File: config.mk
export PLATFORM = sky130hd
export DESIGN_NAME = pwm_bank
export DESIGN_NICKNAME = d
export VERILOG_FILES = /design/src/rtl/pwm_bank.sv
export SDC_FILE = /design/constraint.sdc
export NUM_CORES = 1
export LEC_CHECK = 0
export BUFFER_PORTS_ARGS = -buffer_cell sky130_fd_sc_hd__buf_2
export CORE_ASPECT_RATIO = 0.75
export CORE_UTILIZATION = 35
export CTS_BUF_LIST = sky130_fd_sc_hd__clkbuf_8
export DETAILED_ROUTE_END_ITERATION = 10
export PLACE_DENSITY = 0.47
export SLEW_MARGIN = 20
export SYNTH_ARGS = -nofsm -noshare
export SYNTH_HDL_FRONTEND = slang
export SYNTH_SLANG_ARGS = --single-unit
File: constraint.sdc
create_clock -name axi_aclk -period 19.95 [get_ports axi_aclk]
set_input_delay 3.99 -clock axi_aclk [delete_from_list [all_inputs] [get_ports axi_aclk]]
set_output_delay 3.99 -clock axi_aclk [all_outputs]
set_load 0.01 [all_outputs]
File: src/rtl/pwm_bank.sv
// pwm_bank: multi-channel PWM generator with a shared prescaler and period.
// Configuration is captured into shadow registers only at a period boundary,
// so a running period always completes with the settings it started with.
// An optional per-period duty ramp gives soft start and soft stop.
module pwm_bank #(
  parameter int NCH = 4,
  parameter int CW  = 16,
  parameter int PW  = 16
) (
  input  logic              axi_aclk,
  input  logic              axi_aresetn,
  input  logic [PW-1:0]     cfg_prescale,
  input  logic [CW-1:0]     cfg_period,
  input  logic [NCH*CW-1:0] cfg_duty,
  input  logic [CW-1:0]     cfg_step,
  input  logic [NCH-1:0]    cfg_enable,
  input  logic [NCH-1:0]    cfg_invert,
  input  logic              cfg_update,
  output logic [NCH-1:0]    pwm_out,
  output logic              period_tick,
  output logic              update_done
);

  // Shared timing state and shadows
  logic [PW-1:0]  pre_reg, pre_next;
  logic [CW-1:0]  cnt_reg, cnt_next;
  logic [PW-1:0]  pre_sh_reg;
  logic [CW-1:0]  per_sh_reg;
  logic [CW-1:0]  step_sh_reg;
  logic [NCH-1:0] en_sh_reg;
  logic [NCH-1:0] inv_sh_reg;
  logic           pending_reg, pending_next;
  logic [NCH-1:0] pwm_next;
  logic           period_tick_reg;
  logic           update_done_reg;

  logic           tick;
  logic           wrap;
  logic           load;
  logic [CW-1:0]  step_eff;

  // Prescaler tick, period wrap and the load decision for this cycle
  always_comb begin
    tick         = (pre_reg == pre_sh_reg);
    wrap         = tick && (cnt_reg == per_sh_reg);
    load         = wrap && (pending_reg || cfg_update);
    pre_next     = tick ? '0 : pre_reg + 1'b1;
    cnt_next     = wrap ? '0 : (tick ? cnt_reg + 1'b1 : cnt_reg);
    pending_next = load ? 1'b0 : (pending_reg || cfg_update);
    // The ramp at a loading wrap already uses the freshly loaded step
    step_eff     = load ? cfg_step : step_sh_reg;
  end

  // Counters, pending flag, shared shadows and registered status outputs
  always_ff @(posedge axi_aclk or negedge axi_aresetn) begin
    if (!axi_aresetn) begin
      pre_reg         <= '0;
      cnt_reg         <= '0;
      pending_reg     <= 1'b0;
      pre_sh_reg      <= '0;
      per_sh_reg      <= '0;
      step_sh_reg     <= '0;
      en_sh_reg       <= '0;
      inv_sh_reg      <= '0;
      period_tick_reg <= 1'b0;
      update_done_reg <= 1'b0;
    end else begin
      pre_reg         <= pre_next;
      cnt_reg         <= cnt_next;
      pending_reg     <= pending_next;
      period_tick_reg <= wrap;
      update_done_reg <= load;
      if (load) begin
        pre_sh_reg  <= cfg_prescale;
        per_sh_reg  <= cfg_period;
        step_sh_reg <= cfg_step;
        en_sh_reg   <= cfg_enable;
        inv_sh_reg  <= cfg_invert;
      end
    end
  end

  genvar gi;
  generate
    for (gi = 0; gi < NCH; gi++) begin : g_ch
      logic [CW-1:0] duty_sh_reg;
      logic [CW-1:0] duty_act_reg, duty_act_next;
      logic [CW-1:0] duty_tgt;
      logic [CW:0]   diff_up, diff_dn, step_w, sum_up, sum_dn;

      // Ramp duty_act toward the (post-load) target, clamped at the target
      always_comb begin
        duty_tgt = load ? cfg_duty[gi*CW +: CW] : duty_sh_reg;
        step_w   = {1'b0, step_eff};
        diff_up  = {1'b0, duty_tgt} - {1'b0, duty_act_reg};
        diff_dn  = {1'b0, duty_act_reg} - {1'b0, duty_tgt};
        sum_up   = {1'b0, duty_act_reg} + step_w;
        sum_dn   = {1'b0, duty_act_reg} - step_w;
        duty_act_next = duty_act_reg;
        if (wrap) begin
          if (step_eff == '0) begin
            duty_act_next = duty_tgt;
          end else if (duty_tgt > duty_act_reg) begin
            duty_act_next = (diff_up > step_w) ? sum_up[CW-1:0] : duty_tgt;
          end else if (duty_tgt < duty_act_reg) begin
            duty_act_next = (diff_dn > step_w) ? sum_dn[CW-1:0] : duty_tgt;
          end else begin
            duty_act_next = duty_tgt;
          end
        end
      end

      // Per-channel duty shadow and active (ramped) duty
      always_ff @(posedge axi_aclk or negedge axi_aresetn) begin
        if (!axi_aresetn) begin
          duty_sh_reg  <= '0;
          duty_act_reg <= '0;
        end else begin
          duty_act_reg <= duty_act_next;
          if (load) begin
            duty_sh_reg <= cfg_duty[gi*CW +: CW];
          end
        end
      end

      assign pwm_next[gi] = en_sh_reg[gi] ?
                            ((cnt_reg < duty_act_reg) ^ inv_sh_reg[gi]) :
                            inv_sh_reg[gi];
    end
  endgenerate

  // Output register: compare result for the current count, one clock later
  always_ff @(posedge axi_aclk or negedge axi_aresetn) begin
    if (!axi_aresetn) begin
      pwm_out <= '0;
    end else begin
      pwm_out <= pwm_next;
    end
  end

  assign period_tick = period_tick_reg;
  assign update_done = update_done_reg;

endmodule
==> flow_summary.json, run 1 <==
{
  "ys_ff_latch": 223,
  "standard_cell_with_the_maximum_stage_delay_on_the_critical_path": "buf_4",
  "timing.critical_path.mode_cell": "o21ai_0",
  "antenna_cells": 0,
  "rsz_0062_raised_after_global_routing": "no",
  "wirelength_microns": 98300,
  "clock_latency_ns": 0.66,
  "sum_of_negative_setup_slack_ns": 0,
  "synthDominantCellAreaShare_pct": 21.9,
  "synth_cell_types": 92,
  "yosys_warnings": 0,
  "cts_tree": "done",
  "total_track_usage_pct": 26.3,
  "num-nets-final": 3774,
  "sequential_cell_area_sq_um": 5580,
  "timing.final.hold_violations": 0,
  "worst_slew_pin_tran_ns": 1.13,
  "synth.avg_cell_area_sq_um": 8.16,
  "drt-wirelength-per-cell_microns": 23.3,
  "cts.reportedPaths.clkPinSlew_ns": 0.07,
  "die_width_microns": 314,
  "yosys_most_used_dff": "dfrtp_1",
  "yosysSeqAreaShare_pct": 21.9,
  "firstDrtPassIters": 5,
  "critPathRequiredTime_ns": 20.53,
  "grt_max_degree": 105,
  "timing.final.crit_share_pct": 57.2,
  "synthTopCellsByArea": "dfrtp_1 22%, ha_1 21%, xnor2_1 5.3%",
  "multi_input_area_sq_um": 18400,
  "filler_cell_count": 7410,
  "core_region_area_sq_um": 71900,
  "internal-power_mw": 1.56,
  "worst_vdd_drop_mv": 0.0454,
  "first_pass_grt_wire_length_microns": 146000,
  "final_antenna_net_count": 0,
  "synth-edff-count": 0,
  "finalCoreUtilization_pct": 39.3,
  "power.total_mw": 2.99,
  "pwr_density_cell_nw_per_um2": 106,
  "number_of_global_route_vias_before_repair": 22800,
  "placement_rows": 85,
  "hold_buffer_count_at_cts": 0,
  "place_congestion": 0.928,
  "vias_per_cell": 5.61,
  "place.detailed.hpwl_microns": 74400,
  "synth_area_leader_cell": "dfrtp_1",
  "port_buffers": 128,
  "floorplan.die.height_microns": 236,
  "sequentialPowerShare_pct": 19.5,
  "antenna_found_initial": 0,
  "clock_share_of_power_pct": 18.9,
  "route.detailed.drc": 0,
  "post_cts.repair.setup_buffers": 0,
  "clock_path_buffers": 3,
  "finalMaxSlewViolations": 0,
  "io-pin-count": 129,
  "worst_slew_margin_rel_pct": 24.5,
  "floorplan.initialDensity_pct": 35.5,
  "worst-path-max-fanout": 41,
  "arrival_ns": 11.98,
  "syn_to_final_growth_pct": 10.9,
  "syn-num-nets": 3678,
  "final_period_minus_worst_setup_slack_ns": 11.40,
  "library_cell_used_as_clock_root_buffer": "clkbuf_8",
  "clock-sinks": 223,
  "postSynthCellCount": 3125,
  "switching_share_pct": 47.9,
  "grt.overflow.total": 0,
  "critical-path-max-stage-delay_ns": 0.72,
  "pwr-share-comb_pct": 61.5,
  "run_status": "completed",
  "total_switching_power_mw": 1.43,
  "static-leakage-power_nw": 14.1,
  "floorplan.die_area_sq_um": 73900,
  "end_kind": "flop",
  "route.vias.total": 23600,
  "cts-buffers-inserted": 48,
  "setup.worst_path.start_class": "input port",
  "maxCapViolCount": 0,
  "syn-cell-area_sq_um": 25500,
  "clock_h_tree_levels": 2,
  "finalClockSkew_ns": 0.0366,
  "layout-drive-gt1-share_pct": 9.89,
  "critPathKind": "in2reg",
  "max_clock_freq_mhz": 87.7,
  "drt_iter0_drc": 2188,
  "timing.hold.worst.class": "reg2reg",
  "report.final.setup_viol": 0,
  "async_reset_ff_share_pct": 100,
  "cts_repair_resize_count": 0
}
[cell usage in the layout (no fill, tap or decap), drive strengths merged, types with 28 or more instances in the layout]
cell type	count
and3	28
nor3	55
nor4	28
o21a	36
clkbuf	65
nor2b	52
nand2b	39
dfrtp	223
nand3	60
nor2	194
inv	294
nand4	44
xnor2	155
a21o	87
xor2	91
o21bai	36
mux2i	73
o21ai	177
a21oi	249
ha	418
nand2	320
buf	166
[per-layer routing]
metal / vias up / GRT usage (%) / wire length (microns)
met5: - / 0 / 0
met4: 0 / 7.02 / 2550
met3: 148 / 3.35 / 6340
met2: 848 / 37.1 / 39100
met1: 11400 / 41.1 / 50300
li1: 11300 / - / -
[synthesized netlist by cell type (28+ instances only)]
cell type,n
clkbuf_1,96
inv_1,281
mux2i_1,69
nor3_1,55
nor2b_1,52
and3_1,28
a21o_1,87
xnor2_1,155
nand2b_1,39
nand4_1,44
o21a_1,36
xor2_1,91
o21ai_0,158
nor2_1,193
ha_1,418
nand3_1,59
nand2_1,320
o21bai_1,36
a21oi_1,246
dfrtp_1,223
[logic make-up after synthesis]
kind of cell    synth area share, %
compound gates                 22.3
xor+xnor                       8.45
fa+ha+maj                      21.5
buf+inv                        6.13
flops                          21.9
mux                            3.37
simple gates                   16.4
[power groups by stage]
| stage | clock [mW] | sequential (mW) | combinational (mW) |
|---|---|---|---|
| after floorplan | 0 | 0.557 | 1.35 |
| after global placement | 0 | 0.588 | 1.78 |
| after detailed placement | 0 | 0.588 | 1.81 |
| after CTS | 0.579 | 0.580 | 1.82 |
| after global routing | 0.597 | 0.590 | 2.05 |
| final | 0.567 | 0.584 | 1.84 |
[per-stage QoR]
| stage | hold slack (ns) | instance area [sq um] | cells | worst slack, ns |
|---|---|---|---|---|
| 4_1_cts | 0.464 | 28300 | 4214 | 8.79 |
| 6_report | 0.462 | 28300 | 4214 | 8.55 |
| 5_1_grt | 0.486 | 28300 | 4214 | 8.04 |
| 3_5_place_dp | 0.462 | 27200 | 4128 | 8.10 |
| 3_3_place_gp | 0.457 | 27200 | 4128 | 8.28 |
| 2_1_floorplan | 0.439 | 25500 | 3125 | 9.34 |
[critical path, delay by kind of cell]
kind                       cells  cell delay [ns]
buffers and inverters          4             1.63
muxes                          2             0.82
AOI/OAI and AO/OA             14             2.93
adders and majority gates      3             0.75
and+or+nand+nor                8             1.79
[final cells by class]
cell class                 instances  area share (%)
timing repair buffer             166            3.31
clock inverter                    21           0.575
tap                              957            4.24
multi-input combinational       2499            65.2
sequential                       223            19.7
clock buffer                      65            3.16
inverter                         283            3.77
[worst paths after layout]
check	to	startpoint	slack, ns	cells after the start
hold / removal	pwm_out[3]	inv_sh_reg[3]	0.46	1
setup reg to reg	g_ch[1].duty_act_reg[0]	cnt_reg[15]	11.10	30
hold reg to reg	pwm_out[3]	inv_sh_reg[3]	0.46	1
min in group asynchronous	g_ch[3].duty_sh_reg[3]	axi_aresetn	3.36	1
max in group asynchronous	g_ch[2].duty_sh_reg[4]	axi_aresetn	14.33	3
setup / recovery	g_ch[1].duty_act_reg[0]	cfg_update	8.55	31
(Power assumes the default switching activity.)
==> run 2: changes to the inputs <==
--- a/config.mk
+++ b/config.mk
@@ -10,7 +10,7 @@
 export CORE_UTILIZATION = 35
 export CTS_BUF_LIST = sky130_fd_sc_hd__clkbuf_8
 export DETAILED_ROUTE_END_ITERATION = 10
-export PLACE_DENSITY = 0.47
+export PLACE_DENSITY = 0.49
 export SLEW_MARGIN = 20
 export SYNTH_ARGS = -nofsm -noshare
 export SYNTH_HDL_FRONTEND = slang
==> constraint.sdc (replaced) <==
create_clock -name axi_aclk -period 10.48 [get_ports axi_aclk]
set_input_delay 2.096 -clock axi_aclk [delete_from_list [all_inputs] [get_ports axi_aclk]]
set_output_delay 2.096 -clock axi_aclk [all_outputs]
set_load 0.01 [all_outputs]
==> run 2 against run 1 <==
Global-route usage increased by 0.29 points. Non-clock buffer count up 12. Die area unchanged. Critical endpoint unchanged. Largest power group unchanged. Highest routed layer is now met5. Flip-flop and latch count stayed put. Clock skew is 0.028 ns higher. Register-to-register slack lost 9.1 ns.
==> flow_summary.json, run 2 (synthesized netlist as in run 1, its figures left out) <==
{
  "power.total_mw": 5.73,
  "post_cts.repair.setup_buffers": 0,
  "max_clock_freq_mhz": 118,
  "arrival_ns": 9.05,
  "maxCapViolCount": 0,
  "worst_vdd_drop_mv": 0.0841,
  "final_period_minus_worst_setup_slack_ns": 8.48,
  "static-leakage-power_nw": 14.2,
  "cts-buffers-inserted": 47,
  "route.detailed.drc": 0,
  "place_congestion": 0.949,
  "worst_slew_margin_rel_pct": 8.41,
  "drt_iter0_drc": 2029,
  "floorplan.initialDensity_pct": 35.5,
  "timing.final.crit_share_pct": 81.0,
  "grt_max_degree": 93,
  "hold_buffer_count_at_cts": 0,
  "worst_slew_pin_tran_ns": 1.36,
  "total_track_usage_pct": 26.6,
  "final_antenna_net_count": 0,
  "library_cell_used_as_clock_root_buffer": "clkbuf_8",
  "critical-path-max-stage-delay_ns": 0.80,
  "firstDrtPassIters": 6,
  "layout.cells.most_common": "ha_1",
  "clock_h_tree_levels": 2,
  "vias_per_cell": 5.65,
  "sum_of_negative_setup_slack_ns": 0,
  "most-common-layout-cells": "418 x ha_1, 319 x nand2_1, 290 x inv_1, 246 x a21oi_1, 223 x dfrtp_1",
  "postLayoutSetupSlackWorst_ns": 2.00,
  "run_status": "completed",
  "floorplan.die_area_sq_um": 73900,
  "first_pass_grt_wire_length_microns": 148000,
  "die_width_microns": 314,
  "clock_path_buffers": 3,
  "clock-sinks": 223,
  "io-pin-count": 129,
  "pwr_density_cell_nw_per_um2": 202,
  "place.detailed.hpwl_microns": 77900,
  "finalMaxSlewViolations": 0,
  "pre_cts_slack_ns": 1.55,
  "port_buffers": 128,
  "core_region_area_sq_um": 71900,
  "wirelength_microns": 99900,
  "timing.final.hold_violations": 0,
  "floorplan.die.height_microns": 236,
  "cts_tree": "done",
  "number_of_global_route_vias_before_repair": 22900,
  "critPathKind": "reg2reg",
  "placement_rows": 85,
  "layout-drive-gt1-share_pct": 10.2,
  "finalClockSkew_ns": 0.0645,
  "end_kind": "flop",
  "worst-path-max-fanout": 11,
  "cts.reportedPaths.clkPinSlew_ns": 0.06,
  "rsz_0062_raised_after_global_routing": "no",
  "num-nets-final": 3785,
  "standard_cell_with_the_maximum_stage_delay_on_the_critical_path": "nand4_1",
  "antenna_found_initial": 5,
  "grt.overflow.total": 0,
  "timing.hold.worst.class": "reg2reg",
  "timing.critical_path.mode_cell": "o21ai_0",
  "drt-wirelength-per-cell_microns": 23.6,
  "cts_repair_resize_count": 0,
  "clock_latency_ns": 0.67,
  "setup.worst_path.start_class": "flop",
  "route.vias.total": 23900,
  "report.final.setup_viol": 0,
  "syn_to_final_growth_pct": 11.5,
  "critPathRequiredTime_ns": 11.05
}
==> run 2: final cells by class <==
| class | instances | area, sq um |
|---|---|---|
| repair buffers | 178 | 1030 |
| clock buffers | 61 | 840 |
| diodes | 3 | 7.51 |
| fillers | 7501 | 43500 |
| clock inverters | 26 | 260 |
| inverters | 283 | 1060 |
| well taps | 957 | 1200 |
| multi-input cells | 2499 | 18400 |
| flip-flops and latches | 223 | 5580 |
==> run 2: per-stage QoR <==
step / hold slack [ns] / util [%] / instances / area, sq um
final: 0.459 / 39.5 / 4230 / 28400
after detailed placement: 0.468 / 38.0 / 4140 / 27300
after global routing: 0.470 / 39.5 / 4227 / 28400
after CTS: 0.465 / 39.5 / 4227 / 28400
after floorplan: 0.439 / - / 3125 / 25500
after global placement: 0.456 / 38.0 / 4140 / 27300
==> run 2: path summary, 6_finish.rpt <==
kind | startpoint | endpoint | slack (ns) | depth (start not counted)
setup / recovery | pre_reg[1] | g_ch[1].duty_act_reg[0] | 2.00 | 30
hold / removal | inv_sh_reg[2] | pwm_out[2] | 0.46 | 1
setup reg to reg | pre_reg[1] | g_ch[1].duty_act_reg[0] | 2.00 | 30
hold reg to reg | inv_sh_reg[2] | pwm_out[2] | 0.46 | 1
max in group asynchronous | axi_aresetn | g_ch[2].duty_sh_reg[13] | 7.42 | 2
min in group asynchronous | axi_aresetn | g_ch[3].duty_act_reg[4] | 1.51 | 1
==> run 2: worst max-delay path, delay by kind of cell (launching register included) <==
family,cells,cell delay (ns)
AO/OA/AOI/OAI,16,3.48
multiplexers,1,0.35
XOR/XNOR,1,0.21
flip-flops,1,0.44
buffers and inverters,2,0.33
adder cells (fa/ha/maj),2,0.68
AND/OR/NAND/NOR,8,2.89
==> run 2: power breakdown <==
part	leakage (nW)	switching (mW)	total (mW)	internal (mW)
Sequential	2.77	0.144	1.10	0.959
Combinational	10.8	2.09	3.50	1.41
Clock	0.611	0.475	1.12	0.649
==> run 2: layer usage <==
| layer | share of wire, % | wire length [microns] | track usage [%] | vias to the layer above |
|---|---|---|---|---|
| met5 | 0.013 | 13 | 0 | - |
| met4 | 2.4 | 2380 | 6.78 | 2 |
| met2 | 40 | 39800 | 37.6 | 851 |
| met3 | 7.2 | 7150 | 3.84 | 122 |
| met1 | 51 | 50500 | 41.2 | 11600 |
| li1 | - | - | - | 11300 |
